--- src/rtl/sort_ctrl_if.sv ---
// Host and RAM signal bundle for sort_ctrl.
// The slave view belongs to the controller; master is the host/RAM side.
interface sort_ctrl_if #(
   parameter int N = 16,
   parameter int L = 4
);
   logic         start;
   logic         WrInit;
   logic         Rd;
   logic [L-1:0] RAddr;
   logic [N-1:0] DataIn;
   logic [N-1:0] DataOut;
   logic         done;
   logic         busy;
   logic [L-1:0] mem_addr;
   logic         mem_we;
   logic [N-1:0] mem_wdata;
   logic [N-1:0] mem_rdata;

   modport master (
      output start, WrInit, Rd, RAddr, DataIn, mem_rdata,
      input  DataOut, done, busy, mem_addr, mem_we, mem_wdata
   );

   modport slave (
      input  start, WrInit, Rd, RAddr, DataIn, mem_rdata,
      output DataOut, done, busy, mem_addr, mem_we, mem_wdata
   );
endinterface

--- src/rtl/sort_ctrl.sv ---
// In-place ascending selection sort sequencer for an external 2^L-word RAM
// with a combinational read port; host access is allowed only when not busy.
//
// state | meaning
// IDLE  | host port owns the RAM, waiting for start
// LOAD  | read word i, it becomes the running minimum
// SCAN  | compare word j against the running minimum
// SWAP1 | write the old word i to the minimum's slot
// SWAP2 | write the minimum to slot i, advance i
// DONE  | sort complete, host port owns the RAM until start drops
module sort_ctrl #(
   parameter int N = 16,
   parameter int L = 4
) (
   input  logic        clk,
   input  logic        rst,
   sort_ctrl_if.slave  bus
);
   typedef enum logic [2:0] {IDLE, LOAD, SCAN, SWAP1, SWAP2, DONE} state_t;

   localparam logic [L-1:0] J_LAST = {L{1'b1}};
   localparam logic [L-1:0] I_LAST = J_LAST - 1'b1;

   state_t       state, state_nx;
   logic [L-1:0] i_q, i_nx, j_q, j_nx, minidx_q, minidx_nx;
   logic [N-1:0] minval_q, minval_nx, ival_q, ival_nx, dout_q, dout_nx;
   logic [L-1:0] addr;
   logic         we;
   logic [N-1:0] wdata;

   always_ff @(posedge clk or negedge rst) begin
      if (!rst) begin
         state    <= IDLE;
         i_q      <= '0;
         j_q      <= '0;
         minidx_q <= '0;
         minval_q <= '0;
         ival_q   <= '0;
         dout_q   <= '0;
      end else begin
         state    <= state_nx;
         i_q      <= i_nx;
         j_q      <= j_nx;
         minidx_q <= minidx_nx;
         minval_q <= minval_nx;
         ival_q   <= ival_nx;
         dout_q   <= dout_nx;
      end
   end

   always_comb begin
      state_nx  = state;
      i_nx      = i_q;
      j_nx      = j_q;
      minidx_nx = minidx_q;
      minval_nx = minval_q;
      ival_nx   = ival_q;
      dout_nx   = dout_q;
      addr      = bus.RAddr;
      we        = 1'b0;
      wdata     = '0;
      case (state)
         IDLE: begin
            // start takes priority over a same-cycle host write
            if (bus.start) begin
               state_nx = LOAD;
               i_nx     = '0;
            end else if (bus.WrInit) begin
               we    = 1'b1;
               wdata = bus.DataIn;
            end
            if (bus.Rd) dout_nx = bus.mem_rdata;
         end
         LOAD: begin
            addr      = i_q;
            ival_nx   = bus.mem_rdata;
            minval_nx = bus.mem_rdata;
            minidx_nx = i_q;
            j_nx      = i_q + 1'b1;
            state_nx  = SCAN;
         end
         SCAN: begin
            addr = j_q;
            if (bus.mem_rdata < minval_q) begin
               minval_nx = bus.mem_rdata;
               minidx_nx = j_q;
            end
            if (j_q == J_LAST) state_nx = SWAP1;
            else               j_nx     = j_q + 1'b1;
         end
         SWAP1: begin
            addr     = minidx_q;
            we       = 1'b1;
            wdata    = ival_q;
            state_nx = SWAP2;
         end
         SWAP2: begin
            addr  = i_q;
            we    = 1'b1;
            wdata = minval_q;
            if (i_q == I_LAST) begin
               state_nx = DONE;
            end else begin
               i_nx     = i_q + 1'b1;
               state_nx = LOAD;
            end
         end
         DONE: begin
            if (bus.WrInit) begin
               we    = 1'b1;
               wdata = bus.DataIn;
            end
            if (bus.Rd)     dout_nx  = bus.mem_rdata;
            if (!bus.start) state_nx = IDLE;
         end
         default: state_nx = IDLE;
      endcase
   end

   assign bus.mem_addr  = addr;
   assign bus.mem_we    = we;
   assign bus.mem_wdata = wdata;
   assign bus.DataOut   = dout_q;
   assign bus.done      = (state == DONE);
   assign bus.busy      = (state == LOAD) || (state == SCAN) ||
                          (state == SWAP1) || (state == SWAP2);
endmodule

--- src/flat_wrapper.sv ---
// flat-port wrapper written by rule: the top's interface ports become plain ports
module sort_ctrl_flat 
#(
   parameter int N = 16,
   parameter int L = 4
)
  (clk, rst, bus_start, bus_WrInit, bus_Rd, bus_RAddr, bus_DataIn, bus_mem_rdata, bus_DataOut, bus_done, bus_busy, bus_mem_addr, bus_mem_we, bus_mem_wdata);
  sort_ctrl_if #(.N(N), .L(L)) bus_i ();
  input  logic clk;
  input  logic rst;
  input wire logic [$bits(bus_i.start)-1:0] bus_start;
  input wire logic [$bits(bus_i.WrInit)-1:0] bus_WrInit;
  input wire logic [$bits(bus_i.Rd)-1:0] bus_Rd;
  input wire logic [$bits(bus_i.RAddr)-1:0] bus_RAddr;
  input wire logic [$bits(bus_i.DataIn)-1:0] bus_DataIn;
  input wire logic [$bits(bus_i.mem_rdata)-1:0] bus_mem_rdata;
  output wire logic [$bits(bus_i.DataOut)-1:0] bus_DataOut;
  output wire logic [$bits(bus_i.done)-1:0] bus_done;
  output wire logic [$bits(bus_i.busy)-1:0] bus_busy;
  output wire logic [$bits(bus_i.mem_addr)-1:0] bus_mem_addr;
  output wire logic [$bits(bus_i.mem_we)-1:0] bus_mem_we;
  output wire logic [$bits(bus_i.mem_wdata)-1:0] bus_mem_wdata;
  assign bus_i.start = bus_start;
  assign bus_i.WrInit = bus_WrInit;
  assign bus_i.Rd = bus_Rd;
  assign bus_i.RAddr = bus_RAddr;
  assign bus_i.DataIn = bus_DataIn;
  assign bus_i.mem_rdata = bus_mem_rdata;
  assign bus_DataOut = bus_i.DataOut;
  assign bus_done = bus_i.done;
  assign bus_busy = bus_i.busy;
  assign bus_mem_addr = bus_i.mem_addr;
  assign bus_mem_we = bus_i.mem_we;
  assign bus_mem_wdata = bus_i.mem_wdata;
  sort_ctrl #(.N(N), .L(L)) u_core (.clk(clk), .rst(rst), .bus(bus_i));
endmodule
--- config.mk ---
export PLATFORM = sky130hd
export DESIGN_NAME = sort_ctrl_flat
export DESIGN_NICKNAME = d
export VERILOG_FILES = /design/src/rtl/sort_ctrl_if.sv /design/src/rtl/sort_ctrl.sv /design/src/flat_wrapper.sv
export SDC_FILE = /design/constraint.sdc
export NUM_CORES = 1
export LEC_CHECK = 0
export ABC_CLOCK_PERIOD_IN_PS = 3160
export CAP_MARGIN = 20
export CORE_MARGIN = 8
export CORE_UTILIZATION = 30
export CTS_BUF_LIST = sky130_fd_sc_hd__clkbuf_2 sky130_fd_sc_hd__clkbuf_4 sky130_fd_sc_hd__clkbuf_8
export CTS_CLUSTER_DIAMETER = 80
export CTS_CLUSTER_SIZE = 40
export DETAILED_ROUTE_END_ITERATION = 10
export HOLD_SLACK_MARGIN = 0.02
export PLACE_DENSITY_LB_ADDON = 0.2
export SYNTH_ARGS = -nofsm -noshare
export SYNTH_HDL_FRONTEND = slang
export SYNTH_SLANG_ARGS = --single-unit
--- constraint.sdc ---
create_clock -name clk -period 3.16 [get_ports clk]
set_clock_uncertainty 0.2 [all_clocks]
set_input_delay 0.474 -clock clk [delete_from_list [all_inputs] [get_ports clk]]
set_output_delay 0.474 -clock clk [all_outputs]
set_load 0.02 [all_outputs]
==> qor.csv <==
metric;value;unit
crit_arrival;2.31;ns
vias_per_cell;5.00;
wl_per_cell;16.5;µm
path_clk_slew;0.08;ns
cts_sinks;63;
crit_chain;clkdlybuf4s50_1 -> nor3_1 -> a21oi_1 -> nor3b_4 -> buf_12 -> a222oi_1 -> inv_1 -> dlygate4sd2_1;
yosysTopAreaCell;dfrtp_1;
rr_worst_depth;8;
cts_buffer_depth;2;
hold_class;flip-flop to flip-flop;
synth_edf_count;0;
syn-num-nets;423;
place_ws;-0.267;ns
critPathLaunchType;input port;
final_cells;605;
syn_inst;364;
cts_tree;yes;
syn_area;0.00351;mm²
min-delay-start;u_core.ival_q[6]$_DFFE_PN0P_;
fmax;335;MHz
layout_setup_ws;0.172;ns
placedCellCount;588;
path_buf_inv;4;
antenna_cells;0;
drive_gt1_share;13.9;%
synth-main-ff-cell;dfrtp_1;
ant_nets;0;
dr.pass1.iters;6;
p_leak;2.26;nW
synth_area_leaders;dfrtp_1 (45%), nand2_1 (8.3%), ha_1 (6.4%);
antenna_found_initial;0;
grt_most_used_layer;met2;
grt_pass1_vias;3190;
num_rows;39;
postLayoutCellArea;0.00485;mm²
numPortBuffers;79;
worst_pin_slew;0.698;ns
drc;0;
ir_drop;0.252;mV
dr.first_iter.drc_count;171;
slew_violations;0;
whs_endpoint;u_core.ival_q[6]$_DFFE_PN0P_;
power_density;494;mW/mm²
yosysMostFrequentCell;nand2_1;
wl;9.98;mm
whs_path_depth;2;
r2r_setup_slack;0.53;ns
core-area;0.0114;mm²
htree_levels;3;
synth_seq_cells;63;
vias;3024;
async_flop_share;100;%
use_met1;16.9;%
synth_seq_area_share;44.9;%
outcome;finished clean;
dpl-instance-area;0.00462;mm²
rsz0062_at_grt;false;
drv_cap;0;
synthTopCellsByCount;nand2_1 (78), dfrtp_1 (63), inv_1 (35);
finalSetupViolations;0;
syn_to_final_growth;38.0;%
cts_root_buffer;clkbuf_8;
relSlewSlack;53.5;%
cts_setup_buffers;0;
min_period;2.99;ns
hpwl;7.36;mm
grt_max_degree;37;
netlist.area_leader.share;44.9;%
ios;80;
cp_slowest_stage_delay;0.50;ns
nFillCells;1180;
rr_endpoint;u_core.minidx_q[2]$_DFFE_PN0P_;
die_w;124;µm
final_nets;516;
yosysWarnings;0;
crit_type;input port to output port;
power;2.40;mW
use_met3;3.28;%
fin_crit_sh;94.6;%
grt_overflow;0;
numCtsBuffers;9;
gp_congestion;0.840;
cp_max_fo;8;
fin_setup_tns;0;ns
cp-end-kind;output port;
grt_pass1_wl;16.6;mm
path_delay_family;buffers and inverters;
die_area;0.0154;mm²
insertion_delay;0.34;ns
hold_viol_final;0;
r2r-start;u_core.minval_q[14]$_DFFE_PN0P_;
grt_usage;12.9;%
cp.required;2.49;ns
crit_slowest_cell;clkdlybuf4s50_1;
fp.dieH;124;µm
use_met2;20.1;%
start_util;30.8;%
synth_cell_types;42;
syn_area_per_cell;9.66;µm²
repair_timing:
action	4_1_cts	5_1_grt
resized for setup	19	2
hold endpoints to repair	27	0
pin swaps	1	1
hold buffers	1	0
setup endpoints to repair	17	18
where the power goes:
group	leakage, nW	internal (mW)	switching, mW
clock network	0.102	0.445	0.341
logic	1.42	0.290	0.270
registers	0.735	0.944	0.107
total	2.26	1.68	0.717
layer usage:
| layer | wire (µm) | vias up |
|---|---|---|
| li1 | - | 1463 |
| met1 | 4710 | 1461 |
| met2 | 4570 | 92 |
| met3 | 604 | 8 |
| met4 | 96 | 0 |
| met5 | 0 | - |
layout make-up:
cell class	count	area, µm²	share of cell area (%)
flip-flops and latches	63	1580	32.5
clock buffers	9	124	2.55
repair buffers	103	1000	20.6
clock inverters	7	96.3	1.99
inverters	35	131	2.71
well taps	143	179	3.69
multi-input cells	245	1740	35.9
registers in the layout, summed over array words and instances, names as in the netlist:
signal,flops
u_core.bus.DataOut,16
u_core.i_q,4
u_core.ival_q,16
u_core.j_q,4
u_core.minidx_q,4
u_core.minval_q,16
u_core.state,3
cell usage in the layout, fill, tap and decap left out, types with 2 or more instances in the layout:
cell type | netlist | routed
clkbuf_8 | 0 | 9
o21ai_0 | 15 | 15
a222oi_1 | 16 | 16
a22o_1 | 5 | 5
dlygate4sd2_1 | 0 | 16
mux2i_1 | 7 | 7
mux2_2 | 17 | 17
bufinv_16 | 0 | 2
o211ai_1 | 3 | 3
nand3_1 | 7 | 7
and2_1 | 3 | 2
ha_1 | 18 | 18
nor2_1 | 11 | 11
inv_1 | 35 | 35
clkdlybuf4s50_1 | 0 | 61
dfrtp_1 | 63 | 62
nor3_1 | 3 | 3
nand4_1 | 4 | 4
or3_1 | 2 | 2
clkinvlp_4 | 0 | 3
xor2_1 | 3 | 3
mux2_1 | 20 | 20
nor2b_1 | 2 | 2
a22oi_1 | 2 | 2
a31oi_1 | 2 | 2
nand2_1 | 78 | 78
buf_12 | 0 | 4
a21oi_1 | 9 | 9
o22ai_1 | 3 | 3
buf_4 | 2 | 19
worst reg2reg max path, cell delays in order, from the launching register on:
cell and delay (ns):
dfrtp_1 0.38, inv_1 0.06, ha_1 0.29, nand4_1 0.14
or3_1 0.43, a221oi_2 0.32, o41ai_4 0.18, buf_12 0.20
mux2_1 0.32
cell families after synthesis:
family          count (synthesis)  synth area share, %
buf+inv                        56                 6.30
simple gates                  115                 14.1
compound gates                 64                 13.5
flops                          63                 44.9
mux                            44                 13.8
fa+ha+maj                      18                 6.41
xor+xnor                        4                0.997
how the worst max path moves through the flow:
stage | start | to | depth (start not counted)
floorplan | bus_mem_rdata[15] | u_core.minidx_q[0]$_DFFE_PN0P_ | 7
global placement | bus_mem_rdata[15] | u_core.minval_q[3]$_DFFE_PN0P_ | 8
detailed placement | bus_mem_rdata[15] | u_core.minidx_q[2]$_DFFE_PN0P_ | 8
CTS | bus_start | bus_mem_we | 6
global route | bus_start | bus_mem_wdata[14] | 8
finish | bus_start | bus_mem_wdata[8] | 8
stage by stage:
| stage | utilization [%] | hold slack, ns |
|---|---|---|
| final | 42.5 | 0.283 |
| after floorplan | - | -0.0216 |
| after global placement | 40.5 | 0.264 |
| after detailed placement | 40.5 | 0.268 |
| after global routing | 42.5 | 0.304 |
| after CTS | 42.4 | 0.286 |
Power figures use the tool's default switching activity.
